`src/rtl/fetch_unit_if.sv`:
```
// Instruction-memory request/response bus between the fetch unit and
// instruction memory.
//
//   imem_req     fetch side -> memory : request valid this cycle
//   imem_addr    fetch side -> memory : fetch address (word aligned)
//   imem_gnt     memory -> fetch side : request accepted this cycle
//   imem_rvalid  memory -> fetch side : imem_rdata carries the response
//   imem_rdata   memory -> fetch side : returned instruction word
//
// master = fetch unit, slave = instruction memory.
interface fetch_unit_if #(
  parameter int XLEN = 32
);
  logic            imem_req;
  logic [XLEN-1:0] imem_addr;
  logic            imem_gnt;
  logic            imem_rvalid;
  logic [XLEN-1:0] imem_rdata;

  modport master (
    output imem_req,
    output imem_addr,
    input  imem_gnt,
    input  imem_rvalid,
    input  imem_rdata
  );

  modport slave (
    input  imem_req,
    input  imem_addr,
    output imem_gnt,
    output imem_rvalid,
    output imem_rdata
  );
endinterface

```
`src/rtl/fetch_unit.sv`:
```
// Instruction fetch stage. Issues one request at a time to instruction
// memory, forwards the returned word into the IF/ID register, parks the word
// in a one-entry hold buffer while the pipeline is stalled, and flushes or
// drains in-flight traffic when EX redirects the PC.
//
// Ports
//   clk, rst          single clock, synchronous active-high reset
//   stall             hazard unit holds IF/ID this cycle
//   redirect          taken branch/jump from EX: flush and refetch
//   redirect_pc       redirect target (low two bits ignored)
//   imem              instruction-memory bus (master side)
//   ifid_we           IF/ID register write enable
//   ifid_empty        IF/ID bubble select (1 = write zero)
//   ifid_pc           PC of the delivered instruction (0 when empty)
//   ifid_instr        delivered instruction word (0 when empty)
module fetch_unit #(
  parameter int              XLEN     = 32,
  parameter logic [XLEN-1:0] RESET_PC = '0
) (
  input  logic            clk,
  input  logic            rst,
  input  logic            stall,
  input  logic            redirect,
  input  logic [XLEN-1:0] redirect_pc,
  fetch_unit_if.master    imem,
  output logic            ifid_we,
  output logic            ifid_empty,
  output logic [XLEN-1:0] ifid_pc,
  output logic [XLEN-1:0] ifid_instr
);

  localparam logic [XLEN-1:0] PC_STEP    = XLEN'(4);
  localparam logic [XLEN-1:0] ALIGN_MASK = {{(XLEN-2){1'b1}}, 2'b00};

  // REQ   : request on the bus, waiting for grant
  // WAIT  : granted, waiting for the response we intend to use
  // HOLD  : response captured while stalled, waiting for the stall to clear
  // DRAIN : granted request was flushed, waiting to swallow its response
  typedef enum logic [1:0] {
    S_REQ   = 2'd0,
    S_WAIT  = 2'd1,
    S_HOLD  = 2'd2,
    S_DRAIN = 2'd3
  } state_t;

  state_t          state;
  state_t          state_nxt;
  logic [XLEN-1:0] pc;
  logic [XLEN-1:0] pc_nxt;
  logic [XLEN-1:0] hold_buf;
  logic [XLEN-1:0] hold_nxt;
  logic            req;
  logic            deliver;
  logic [XLEN-1:0] deliver_word;
  logic [XLEN-1:0] pc_inc;
  logic [XLEN-1:0] redirect_tgt;

  // Sequential increment wraps naturally at 2^XLEN.
  assign pc_inc       = pc + PC_STEP;
  assign redirect_tgt = redirect_pc & ALIGN_MASK;

  // State, PC and hold buffer
  always_ff @(posedge clk) begin
    if (rst) begin
      state    <= S_REQ;
      pc       <= RESET_PC;
      hold_buf <= '0;
    end else begin
      state    <= state_nxt;
      pc       <= pc_nxt;
      hold_buf <= hold_nxt;
    end
  end

  // Next-state, PC update and delivery selection. Redirect is checked first
  // in every state so that it wins over stall and every other transition.
  always_comb begin
    state_nxt    = state;
    pc_nxt       = pc;
    hold_nxt     = hold_buf;
    req          = 1'b0;
    deliver      = 1'b0;
    deliver_word = '0;

    case (state)
      S_REQ: begin
        req = 1'b1;
        if (redirect) begin
          pc_nxt = redirect_tgt;
          // A grant in the redirect cycle was for the old PC; its response
          // must still be swallowed before the next request.
          state_nxt = imem.imem_gnt ? S_DRAIN : S_REQ;
        end else if (imem.imem_gnt) begin
          state_nxt = S_WAIT;
        end
      end

      S_WAIT: begin
        if (redirect) begin
          pc_nxt    = redirect_tgt;
          state_nxt = imem.imem_rvalid ? S_REQ : S_DRAIN;
        end else if (imem.imem_rvalid) begin
          if (stall) begin
            hold_nxt  = imem.imem_rdata;
            state_nxt = S_HOLD;
          end else begin
            deliver      = 1'b1;
            deliver_word = imem.imem_rdata;
            pc_nxt       = pc_inc;
            state_nxt    = S_REQ;
          end
        end
      end

      S_HOLD: begin
        if (redirect) begin
          pc_nxt    = redirect_tgt;
          hold_nxt  = '0;
          state_nxt = S_REQ;
        end else if (!stall) begin
          deliver      = 1'b1;
          deliver_word = hold_buf;
          pc_nxt       = pc_inc;
          state_nxt    = S_REQ;
        end
      end

      S_DRAIN: begin
        if (redirect) begin
          pc_nxt    = redirect_tgt;
          state_nxt = S_DRAIN;
        end else if (imem.imem_rvalid) begin
          state_nxt = S_REQ;
        end
      end

      default: begin
        state_nxt = S_REQ;
      end
    endcase

    // Reset abandons any request this cycle.
    if (rst) begin
      req = 1'b0;
    end
  end

  assign imem.imem_req  = req;
  assign imem.imem_addr = pc;

  // IF/ID control: reset and redirect flush, delivery writes the word,
  // otherwise a bubble when free and a hold when stalled.
  always_comb begin
    ifid_we    = 1'b1;
    ifid_empty = 1'b1;
    ifid_pc    = '0;
    ifid_instr = '0;
    if (rst || redirect) begin
      ifid_we    = 1'b1;
      ifid_empty = 1'b1;
    end else if (deliver) begin
      ifid_empty = 1'b0;
      ifid_pc    = pc;
      ifid_instr = deliver_word;
    end else begin
      ifid_we = !stall;
    end
  end

endmodule

```
`src/flat_wrapper.sv`:
```
// flat-port wrapper written by rule: the top's interface ports become plain ports
module fetch_unit_flat 
#(
  parameter int              XLEN     = 32,
  parameter logic [XLEN-1:0] RESET_PC = '0
)
  (clk, rst, stall, redirect, redirect_pc, ifid_we, ifid_empty, ifid_pc, ifid_instr, imem_imem_req, imem_imem_addr, imem_imem_gnt, imem_imem_rvalid, imem_imem_rdata);
  fetch_unit_if #(.XLEN(XLEN)) imem_i ();
  input  logic clk;
  input  logic rst;
  input  logic stall;
  input  logic redirect;
  input  logic [XLEN-1:0] redirect_pc;
  output logic ifid_we;
  output logic ifid_empty;
  output logic [XLEN-1:0] ifid_pc;
  output logic [XLEN-1:0] ifid_instr;
  output wire logic [$bits(imem_i.imem_req)-1:0] imem_imem_req;
  output wire logic [$bits(imem_i.imem_addr)-1:0] imem_imem_addr;
  input wire logic [$bits(imem_i.imem_gnt)-1:0] imem_imem_gnt;
  input wire logic [$bits(imem_i.imem_rvalid)-1:0] imem_imem_rvalid;
  input wire logic [$bits(imem_i.imem_rdata)-1:0] imem_imem_rdata;
  assign imem_imem_req = imem_i.imem_req;
  assign imem_imem_addr = imem_i.imem_addr;
  assign imem_i.imem_gnt = imem_imem_gnt;
  assign imem_i.imem_rvalid = imem_imem_rvalid;
  assign imem_i.imem_rdata = imem_imem_rdata;
  fetch_unit #(.XLEN(XLEN), .RESET_PC(RESET_PC)) u_core (.clk(clk), .rst(rst), .stall(stall), .redirect(redirect), .redirect_pc(redirect_pc), .imem(imem_i), .ifid_we(ifid_we), .ifid_empty(ifid_empty), .ifid_pc(ifid_pc), .ifid_instr(ifid_instr));
endmodule
```
`config.mk`:
```
export PLATFORM = sky130hd
export DESIGN_NAME = fetch_unit_flat
export DESIGN_NICKNAME = d
export VERILOG_FILES = /design/src/rtl/fetch_unit_if.sv /design/src/rtl/fetch_unit.sv /design/src/flat_wrapper.sv
export SDC_FILE = /design/constraint.sdc
export NUM_CORES = 1
export LEC_CHECK = 0
export ABC_AREA = 1
export CAP_MARGIN = 20
export CORE_UTILIZATION = 45
export DETAILED_ROUTE_END_ITERATION = 16
export PLACE_DENSITY = 0.81
export SLEW_MARGIN = 20
export SYNTH_ARGS = -nofsm -noshare
export SYNTH_HDL_FRONTEND = slang
export SYNTH_SLANG_ARGS = --single-unit
```
`constraint.sdc`:
```
create_clock -name clk -period 2.2 [get_ports clk]
set_input_delay 0.55 -clock clk [delete_from_list [all_inputs] [get_ports clk]]
set_output_delay 0.55 -clock clk [all_outputs]
set_load 0.03 [all_outputs]
```
# --- After elaboration in Yosys (flattened, before gate mapping) ---
# Index checks and enable logic that the tools add are counted.
word_totals:
  elab_cells: 68
  inputBits: 70
  out_inout_bits: 99
  regBits: 66
classes:
  n_reduce_logical: 8
  muxes: 44
  add_sub_neg: 1
  eq_ne: 12
op_table:
  columns: ["op", "count"]
  rows:
  - ["32-bit 2-to-1 mux", 18]
  - ["32-bit case mux with 2 select lines", 2]
  - ["32-bit case mux with 3 select lines", 1]
  - ["32-bit by 3-bit adder with 32-bit output (second input constant)", 1]
  - ["2-bit 2-to-1 mux", 11]
  - ["3-bit inequality test (second input constant)", 4]
  - ["1-bit 2-to-1 mux", 10]
  - ["2-bit inequality test (second input constant)", 4]
  - ["2-bit case mux with 4 select lines", 1]
  - ["5-bit AND reduction", 1]
  - ["2-bit == test (second input constant)", 2]
  - ["4-bit AND reduction", 1]
  - ["2-bit by 1-bit == test with 1-bit output (second input constant)", 1]
  - ["2-bit logical NOT", 1]
  - ["2-bit by 1-bit inequality test with 1-bit output (second input constant)", 1]
  - ["1-bit case mux with 2 select lines", 1]
  - ["2-bit AND reduction", 1]
  - ["2-bit nonzero test", 1]
  - ["2-bit OR reduction", 1]
  - ["1-bit logical NOT", 1]
  - ["1-bit logical OR", 1]

# --- Longest topological paths before layout ---
# Gate-level depths: netlist (run 1).
depth:
  depth_word: 6
  depth_mapped: 10
  mapped_depth_nobuf: 10

# --- Least setup slack after synthesis (run 1) ---
# No wires, ideal clock.
synth_timing:
  path_type: "input port to output port"
  from: "input redirect"
  to: "output ifid_instr[22]"
  path_stages: 5
  required_ns: 1.650
  slack_ns: -0.230
  arrival_time_ns: 1.880
  n_path_buf: 2
  path_cell_list: "buf_6 -> nor2_2 -> o2111ai_2 -> buf_2 -> a21oi_1"
synth_via:
  elab_chain_len: 4
  elab_cells_between_ends: 9
  classes_between: "8 x mux; 1 x reduce/logical"
synth_lines:
  columns: ["element", "line_no", "text"]
  rows:
  - ["from (decl)", "flat_wrapper.sv:12", "input logic redirect;"]
  - ["32-bit 2-to-1 mux, or another cell as far along", "fetch_unit.sv:116", "if (redirect) begin"]
  - ["32-bit case mux with 2 select lines or 1-bit case mux with 2 select lines (tied branches)", "fetch_unit.sv:85", "case (state)"]
  - ["32-bit 2-to-1 mux", "fetch_unit.sv:161", "end else if (deliver) begin"]
  - ["32-bit 2-to-1 mux (*)", "fetch_unit.sv:158", "if (rst || redirect) begin"]
  - ["to (decl)", "flat_wrapper.sv:17", "output logic [XLEN-1:0] ifid_instr;"]
# Every way passes the cells marked *; elsewhere a longest branch is shown, timed or not.

# --- Worst setup path after layout (run 1) ---
layout_timing:
  from: "register u_core.state[1]"
  to: "output ifid_instr[31]"
layout_via:
  elab_chain_len: 4
  elab_cells_between_ends: 6
  classes_between: "2 x eq/ne; 4 x mux"
layout_lines:
  columns: ["element", "line_no", "text"]
  rows:
  - ["from (decl)", "fetch_unit.sv:46", "state_t state;"]
  - ["from (signal assigned)", "fetch_unit.sv:69", "state <= state_nxt;"]
  - ["2-bit == test or 2-bit by 1-bit == test with 1-bit output (tied branches)", "fetch_unit.sv:85", null]
  - ["32-bit case mux with 2 select lines or 1-bit case mux with 2 select lines (tied branches)", "fetch_unit.sv:85", null]
  - ["32-bit 2-to-1 mux (*)", "fetch_unit.sv:161", null]
  - ["32-bit 2-to-1 mux (*)", "fetch_unit.sv:158", null]
# Marks and branches as above.

==> results of run 1 <==
[worst max-delay path, cell delays in order, from the launching register on]
cell     delay [ns]
dfxtp_2        0.34
inv_2          0.08
ha_4           0.14
inv_4          0.04
nor3_4         0.24
buf_4          0.16
buf_8          0.12
buf_12         0.15
nand3_1        0.16
a21oi_4        0.20
buf_6          0.15
[synth_stat cells (all sizes together), types with 2 or more instances]
master	n
clkbuf	25
nor3	2
buf	25
ha	5
a21oi	73
nand4	4
o22ai	2
nand2	158
nor2	142
a31oi	4
o21ai	33
nand3	97
dfxtp	64
inv	55
a211oi	33
xor2	2
[state kept, by name (all words and copies together), names as in the netlist]
signal	cells
u_core.hold_buf	32
u_core.imem.imem_addr	30
u_core.state	2
[routing by layer]
| layer | global-route usage | vias to the layer above |
|---|---|---|
| met4 | 0.158 | 0 |
| li1 | - | 2792 |
| met2 | 0.569 | 317 |
| met5 | 0 | - |
| met1 | 0.381 | 2756 |
| met3 | 0.0561 | 45 |
[per-stage QoR]
step	area (µm²)	TNS (ns)
4_1_cts	7660	-23.60
2_1_floorplan	5170	-1.78
5_1_grt	7830	-28.09
3_5_place_dp	7050	-46.95
3_3_place_gp	7050	-41.36
6_report	7830	-23.42
[where the power goes]
part / leakage [nW] / switching [W] / internal, W / total [W]
Clock: 0.124 / 0.000490 / 0.000785 / 0.00127
Sequential: 0.528 / 0.000230 / 0.00139 / 0.00162
Combinational: 2.10 / 0.00124 / 0.000814 / 0.00205
[cells in the final DEF, fill, tap and decap left out, types with 20 or more instances in the layout]
cell	Yosys	layout
a211oi_2	28	28
a21oi_1	72	40
a21oi_4	1	33
buf_12	0	20
buf_4	7	40
buf_6	4	62
clkdlybuf4s50_1	0	94
dfxtp_1	64	62
inv_1	50	47
nand2_1	158	158
nand3_1	97	95
nor2_1	139	108
nor2_4	0	31
o21ai_0	29	29
[cell type report]
type	count	area share
multi-input cells	565	0.437
flip-flops and latches	64	0.164
well taps	133	0.0213
inverters	55	0.0267
repair buffers	226	0.319
clock inverters	5	0.0133
clock buffers	11	0.0181
[repair_timing]
| action | CTS | global route |
|---|---|---|
| pin swaps | 3 | 6 |
| hold buffers | 0 | 0 |
| resized for setup | 58 | 33 |
| setup endpoints to repair | 65 | 65 |
| buffers inserted | 8 | 3 |
| gates cloned | 2 | 2 |
| hold endpoints to repair | 0 | 0 |
[cell families (layout without fill, tap and decap cells)]
group,count (synthesis),after routing,share of synthesized area
simple gates,405,405,0.372
compound gates,149,149,0.223
buf+inv,105,297,0.103
flops,64,64,0.284
fa+ha+maj,5,5,0.0139
xor+xnor,2,2,0.00388
other cells,1,4,0.000831
[worst max-delay path by stage]
stage / from / end / slack [ns] / cells after the start
after CTS: u_core.state[1] / ifid_instr[30] / -0.41 / 10
after global placement: redirect / ifid_instr[30] / -0.61 / 7
after global routing: u_core.state[1] / ifid_instr[25] / -0.53 / 10
after detailed placement: redirect / ifid_instr[10] / -0.64 / 6
final: u_core.state[1] / ifid_instr[31] / -0.47 / 10
after floorplan: redirect / ifid_instr[22] / -0.03 / 5
==> results.json, run 1 <==
{
  "status": "complete, but fails checks",
  "violations": "setup timing",
  "grt_usage": 0.324,
  "dpl.cell_count": 1029,
  "grt_start_max_net_pins": 68,
  "gp_congestion": 0.941,
  "grt_first_pass_wirelength_um": 26200,
  "htree_levels": 3,
  "timing.rr.end": "u_core.imem.imem_addr[27]",
  "met2WireLength_um": 9050,
  "fillCellCount": 662,
  "highest_layer": "met4",
  "crit_path_end_kind": "output port",
  "synth_area_um2": 4510,
  "antenna_found_initial": 0,
  "synth_seq_area_share": 0.284,
  "slew_headroom": 0.549,
  "max_freq_mhz": 374,
  "cp.arrival_ns": 2.12,
  "whs_ns": 0.497,
  "period_share": 1.21,
  "hpwl_um": 12100,
  "tightest_slew_ns": 0.677,
  "grt_overflow": 0,
  "synth.top_cell.area_share": 0.284,
  "antenna_cells": 0,
  "clockBufferDepth": 2,
  "area_growth_pct": 73.3,
  "met1Wirelength_um": 6600,
  "final_util": 0.804,
  "rsz0062_at_grt": "yes",
  "startpoint_type": "flop",
  "worst_slack_ns": -0.472,
  "initial_core_util": 0.464,
  "io_buffers": 162,
  "min_path_type": "flop to flop",
  "finalHoldViolations": 0,
  "synth_top_area_cell": "dfxtp_1",
  "place_ws_ns": -0.639,
  "hold_depth": 2,
  "ir_drop_uv": 356,
  "die_h_um": 102,
  "final_cells": 1059,
  "dieArea_um2": 10400,
  "core_area_um2": 9730,
  "num_vias": 5910,
  "layout_min_cycle_time_ns": 2.67,
  "ioPinCount": 169,
  "avgSynthCellArea_um2": 6.18,
  "critPathMaxFanout": 16,
  "netlist_instances": 731,
  "clock_sinks": 64,
  "rrSetupSlack_ns": 0.19,
  "synth_seq_cells": 64,
  "fp.dieW_um": 102,
  "nets": 996,
  "cts_made_buffers": 9,
  "ys_warn_count": 0,
  "row_count": 36,
  "regArea_um2": 1290,
  "synth_enable_flop_cells": 0,
  "min_to": "u_core.hold_buf[17]",
  "drtIter0Drc": 448,
  "wl_met3_um": 1480,
  "clk_latency_ns": 0.34,
  "cp_data_required_time_ns": 1.65,
  "drive_gt1_frac": 0.276,
  "skew_ns": 0.00869,
  "worstReg2RegStart": "u_core.state[0]",
  "crit_type": "flop to output port",
  "wl_per_cell_um": 16.7,
  "ant_nets": 0,
  "wirelength_um": 17600,
  "multi_input_area_um2": 3420,
  "grt_pass1_vias": 5442,
  "setup_viol": 63,
  "total_power_w": 0.00494,
  "synthFlopType": "dfxtp_1",
  "first_pass_iters": 6,
  "power.density_nw_per_um2": 632,
  "rr_worst_depth": 9,
  "synth_cell_type_count": 31,
  "synthArstFlopShare": 0,
  "drt-vias-per-instance": 5.58,
  "clk_transition_reported_paths_ns": 0.07,
  "finalMaxSlewViolations": 0,
  "cts_tree": "built",
  "cap_violations": 0,
  "worstHoldStart": "u_core.hold_buf[17]",
  "clock-root-buffer": "clkbuf_8",
  "synth_area_leaders": "dfxtp_1, nand2_1, nor2_1, nand3_1, a21oi_1",
  "drcViolationCount": 0,
  "p_leak_nw": 2.76
}
Note: power is estimated with default switching activity, not from simulation.
==> run 2, diff against run 1 <==
--- a/config.mk
+++ b/config.mk
@@ -6,7 +6,8 @@
 export NUM_CORES = 1
 export LEC_CHECK = 0
 export ABC_AREA = 1
-export CAP_MARGIN = 20
+export ABC_CLOCK_PERIOD_IN_PS = 2200
+export CAP_MARGIN = 10
 export CORE_UTILIZATION = 45
 export DETAILED_ROUTE_END_ITERATION = 16
 export PLACE_DENSITY = 0.81
==> results of run 2 <==
Same layout as run 1: the final DEF is identical, and so are final timing and power.
